File: config.mk
export PLATFORM = sky130hd
export DESIGN_NAME = frame_serializer
export DESIGN_NICKNAME = d
export VERILOG_FILES = /design/src/rtl/frame_serializer.sv
export SDC_FILE = /design/constraint.sdc
export NUM_CORES = 1
export LEC_CHECK = 0
export BUFFER_PORTS_ARGS = -buffer_cell sky130_fd_sc_hd__buf_2
export CELL_PAD_IN_SITES_DETAIL_PLACEMENT = 0
export CELL_PAD_IN_SITES_GLOBAL_PLACEMENT = 2
export CORE_UTILIZATION = 30
export DETAILED_ROUTE_END_ITERATION = 16
export PLACE_DENSITY_LB_ADDON = 0.1
export SLEW_MARGIN = 20
export SYNTH_ARGS = -nofsm -noshare
export SYNTH_HDL_FRONTEND = slang
export SYNTH_SLANG_ARGS = --single-unit
File: constraint.sdc
create_clock -name clk -period 1.55 [get_ports clk]
set_input_delay 0.31 -clock clk [delete_from_list [all_inputs] [get_ports clk]]
set_output_delay 0.31 -clock clk [all_outputs]
set_load 0.05 [all_outputs]
File: src/rtl/frame_serializer.sv
// Parallel-to-serial frame feeder: valid/ready input, one-entry skid hold,
// and gapless bit-serial output with frame boundary markers and a frame counter.
module frame_serializer #(
  parameter int unsigned FRAME_W   = 4,
  parameter bit          LSB_FIRST = 1'b1,
  parameter int unsigned CNT_W     = 8
) (
  input  logic               clk,
  input  logic               rst,
  input  logic [FRAME_W-1:0] in_data,
  input  logic               in_valid,
  output logic               in_ready,
  output logic               out_bit,
  output logic               out_valid,
  output logic               out_first,
  output logic               out_last,
  output logic               busy,
  output logic [CNT_W-1:0]   frame_cnt
);

  localparam int unsigned IDX_W = $clog2(FRAME_W);
  localparam logic [IDX_W-1:0] LAST_IDX = IDX_W'(FRAME_W - 1);

  typedef enum logic {IDLE, SHIFT} state_t;

  state_t             state, state_n;
  logic [FRAME_W-1:0] shifter, shifter_n;
  logic [IDX_W-1:0]   bit_idx, bit_idx_n;
  logic [FRAME_W-1:0] hold, hold_n;
  logic               hold_full, hold_full_n;
  logic [CNT_W-1:0]   frame_cnt_n;
  logic               in_ready_n, out_valid_n, out_first_n, out_last_n, busy_n;
  logic               accept;

  // Shifter always drains from bit 0, so frames are reordered on load.
  function automatic logic [FRAME_W-1:0] send_order(input logic [FRAME_W-1:0] d);
    logic [FRAME_W-1:0] r;
    r = d;
    if (!LSB_FIRST) begin
      for (int i = 0; i < int'(FRAME_W); i++) r[i] = d[FRAME_W-1-i];
    end
    return r;
  endfunction

  assign accept  = in_valid & in_ready;
  assign out_bit = shifter[0];

  always_comb begin
    state_n     = state;
    shifter_n   = shifter;
    bit_idx_n   = bit_idx;
    hold_n      = hold;
    hold_full_n = hold_full;
    frame_cnt_n = frame_cnt;
    out_first_n = 1'b0;
    out_last_n  = 1'b0;

    case (state)
      IDLE: begin
        if (accept) begin
          state_n     = SHIFT;
          shifter_n   = send_order(in_data);
          bit_idx_n   = '0;
          out_first_n = 1'b1;
        end
      end
      SHIFT: begin
        if (bit_idx == LAST_IDX) begin
          frame_cnt_n = frame_cnt + CNT_W'(1);
          bit_idx_n   = '0;
          if (hold_full) begin
            shifter_n   = send_order(hold);
            hold_full_n = 1'b0;
            out_first_n = 1'b1;
          end else if (accept) begin
            shifter_n   = send_order(in_data);
            out_first_n = 1'b1;
          end else begin
            state_n   = IDLE;
            shifter_n = '0;
          end
        end else begin
          shifter_n  = {1'b0, shifter[FRAME_W-1:1]};
          bit_idx_n  = bit_idx + IDX_W'(1);
          out_last_n = ((bit_idx + IDX_W'(1)) == LAST_IDX);
          if (accept) begin
            hold_n      = in_data;
            hold_full_n = 1'b1;
          end
        end
      end
      default: state_n = IDLE;
    endcase

    in_ready_n  = ~hold_full_n;
    out_valid_n = (state_n == SHIFT);
    busy_n      = (state_n == SHIFT) | hold_full_n;
  end

  always_ff @(posedge clk or posedge rst) begin
    if (rst) begin
      state     <= IDLE;
      shifter   <= '0;
      bit_idx   <= '0;
      hold      <= '0;
      hold_full <= 1'b0;
      frame_cnt <= '0;
      in_ready  <= 1'b1;
      out_valid <= 1'b0;
      out_first <= 1'b0;
      out_last  <= 1'b0;
      busy      <= 1'b0;
    end else begin
      state     <= state_n;
      shifter   <= shifter_n;
      bit_idx   <= bit_idx_n;
      hold      <= hold_n;
      hold_full <= hold_full_n;
      frame_cnt <= frame_cnt_n;
      in_ready  <= in_ready_n;
      out_valid <= out_valid_n;
      out_first <= out_first_n;
      out_last  <= out_last_n;
      busy      <= busy_n;
    end
  end

endmodule

==> impl_metrics.py <==
metrics = {
    "run_status": {
        "run_status": "completed",
    },
    "power_and_ir_drop": {
        "power_density_nw_per_um2": 2220,
        "peakVddDrop_uv": 831,
        "p_leak_uw": 0.000635,
    },
    "cells_and_area": {
        "area_growth_syn_to_layout_pct": 21.2,
        "sequential_cell_area_um2": 603,
        "multiInputGateArea_um2": 460,
        "final_core_util_pct": 38.9,
        "nNetsFinal": 139,
        "layout-drive-gt1-share_pct": 32.8,
        "insertedDiodeCount": 0,
        "nFillCells": 384,
    },
    "yosys": {
        "synthesis.area_per_instance_um2": 10.9,
        "netlist-cell-type-count": 28,
        "post_synth_instance_area_um2": 1100,
        "synth-edff-count": 0,
        "postSynthRegisterBits": 24,
        "synth_largest_area_cell": "dfrtp_1",
        "post_synth_inst_count": 101,
        "syn-num-nets": 111,
        "yosys_warnings": 0,
        "netlist_top_cells_count": "dfrtp_1, o21ai_0, nand2_1, nand3_1, nor2_1",
        "synth.top_cell.area_share_pct": 52.5,
        "synth_seq_area_share_pct": 54.8,
        "synthTopCellsByArea": "dfrtp_1, mux2_2, o21ai_0",
        "asyncSetResetFlopFracSynth_pct": 100,
        "yosysMostFrequentCell": "dfrtp_1",
        "postSynth.topFlopCell": "dfrtp_1",
    },
    "worst_setup_path": {
        "crit-reg2reg-capture": "hold[2]$_DFFE_PP0P_",
        "timing.rr.start": "bit_idx[0]$_DFFE_PP0P_",
        "timing.critical_path.from_type": "flop",
        "reg2reg_setup_slack_ns": 0.08,
        "cp_max_fo": 8,
        "cp_slowest_cell": "dfrtp_2",
        "worst-setup-path-type": "flop to output pin",
        "crit_chain": "buf_4 > buf_4",
        "cp_common_cell": "buf_4",
        "worst-endpoint-arrival_ns": 1.18,
        "critical_path.max_stage_delay_ns": 0.49,
        "worst-endpoint-required_ns": 1.24,
        "ff2ff_path_depth": 4,
        "worstSetupEndpointType": "output pin",
    },
    "sta": {
        "unrepaired_setup_endpoints_after_global_routing": "no",
        "worst_slew_pin_slew_ns": 0.327,
        "finalClockSkew_ns": 0.00824,
        "finalSetupViolations": 0,
        "timing.hold.ws_ns": 0.00516,
        "achievable-frequency_ghz": 0.670,
        "timing.final.crit_period_ns": 1.49,
        "timing.final.crit_share_pct": 96.3,
        "timing_max_transition_violations_final": 0,
        "relSlewSlack_pct": 78.2,
        "fin_setup_tns_ns": 0,
        "final_hold_viol_count": 0,
    },
    "detailed_routing": {
        "vias_per_cell": 4.70,
        "drt_drc_violations_left": 0,
        "drt-initial-drc-count": 32,
        "vias": 818,
        "wirelength_mm": 2.24,
        "drt_pre_antenna_iters": 4,
        "drt.antenna.violating_nets": 0,
        "routedWlPerCell_um": 12.9,
    },
    "global_route": {
        "gr-total-overflow": 0,
        "global_route_wire_length_before_repair_mm": 3.91,
        "grt_start_max_net_pins": 25,
        "grt.total_usage_pct": 12.8,
        "antenna_found_initial": 0,
        "first_global_vias": 834,
    },
    "die": {
        "row_count": 21,
        "design.core.area_um2": 3420,
        "io_pins": 21,
        "die_area_um2": 3900,
        "dieWidth_um": 62.5,
        "floorplan.initialDensity_pct": 32.1,
        "die_height_um": 62.5,
    },
    "clocking": {
        "cts-htree-levels": 1,
        "cts.sink_count": 24,
        "ctsRootBufferMaster": "clkbuf_4",
        "cts.clk_slew.worst_paths_ns": 0.14,
        "clock_tree_buffer_depth": 2,
        "insertion_delay_ns": 0.32,
        "tritoncts.num_buffers": 3,
        "cts.hold.buffers_added": 0,
        "tritoncts": "done",
    },
    "flow_run": {
        "cap_viol_max_count": 0,
    },
    "placement": {
        "buffer_ports.inserted": 20,
        "gp_routability_congestion": 0.727,
        "place.detailed.hpwl_mm": 1.65,
    },
    "hold_path": {
        "hold_path.class": "input port to async pin",
    },
}
kinds of logic (layout without fill, tap and decap cells):
kind of cell | after synthesis | in the layout | share of synthesized area, %
adders and majority gates | 3 | 3 | 3.42
muxes | 8 | 8 | 7.87
DFF | 24 | 24 | 54.8
buffers and inverters | 8 | 35 | 3.88
AOI/OAI and AO/OA | 19 | 19 | 10.0
xor gates and xnor gates | 7 | 7 | 5.59
and+or+nand+nor | 32 | 32 | 14.4
sequential cells by signal, summed over array words and instances, names as in the netlist:
| register | flops |
|---|---|
| hold_full | 1 |
| busy | 1 |
| frame_cnt | 8 |
| hold | 4 |
| bit_idx | 2 |
| in_ready | 1 |
| out_first | 1 |
| state | 1 |
| out_last | 1 |
| shifter | 4 |
worst max-delay path by stage:
stage                                start                      to  slack [ns]  cells past startpoint
global route            in_ready$_DFF_PP1_                in_ready       0.006                      2
floorplan               in_ready$_DFF_PP1_  shifter[2]$_DFFE_PP0P_        0.01                      3
CTS                 bit_idx[0]$_DFFE_PP0P_     hold[1]$_DFFE_PP0P_        0.01                      4
detailed placement  bit_idx[0]$_DFFE_PP0P_     hold[1]$_DFFE_PP0P_       0.001                      4
finish                     state$_DFF_PP0_               out_valid        0.06                      2
global placement    bit_idx[0]$_DFFE_PP0P_     hold[3]$_DFFE_PP0P_        0.05                      4
power breakdown:
| group | internal (uW) | switching, uW | total (uW) |
|---|---|---|---|
| Combinational | 537 | 959 | 1500 |
| Clock | 144 | 194 | 338 |
| Sequential | 905 | 216 | 1120 |
| Total | 1590 | 1370 | 2950 |
metal layers:
metal  track usage, %  wire (um)  up-vias
met4             1.74         11        0
met5                0          0        -
li1                 -          -      402
met1             15.7       1060      400
met3             4.01         87        2
met2             22.4       1080       14
timing repair:
| item | 4_1_cts | 5_1_grt |
|---|---|---|
| setup endpoints to repair | 6 | 5 |
| buffers inserted | 0 | 0 |
| gates resized for setup | 4 | 2 |
per-stage QoR:
step / instance area, um2 / power (uW) / cells / setup WS [ns]
5_1_grt: 1330 / 3190 / 174 / 0.00643
2_1_floorplan: 1100 / 2230 / 101 / 0.0106
6_report: 1330 / 2950 / 174 / 0.0577
4_1_cts: 1320 / 2980 / 174 / 0.0122
3_5_place_dp: 1280 / 2610 / 170 / 0.00112
3_3_place_gp: 1280 / 2600 / 170 / 0.0530
final cells by class:
class / instances / share of cell area (%)
clock buffer: 4 / 2.73
multi-input combinational: 69 / 34.6
timing repair buffer: 26 / 11.6
inverter: 5 / 1.41
tap: 46 / 4.33
sequential: 24 / 45.3
worst max-delay path, delay by kind of cell (launching register included):
kind,cells,cell delay (ns)
flip-flops,1,0.49
buffers and inverters,2,0.37
cell usage in the layout (no fill, tap or decap), types with 4 or more instances in the layout:
| cell type | instances |
|---|---|
| dfrtp_1 | 22 |
| nand2_1 | 8 |
| inv_1 | 5 |
| nor2_1 | 6 |
| buf_2 | 18 |
| xor2_1 | 4 |
| mux2_2 | 5 |
| buf_4 | 7 |
| o21ai_0 | 9 |
| nand3_1 | 7 |
Note: power is estimated with default switching activity, not from simulation.
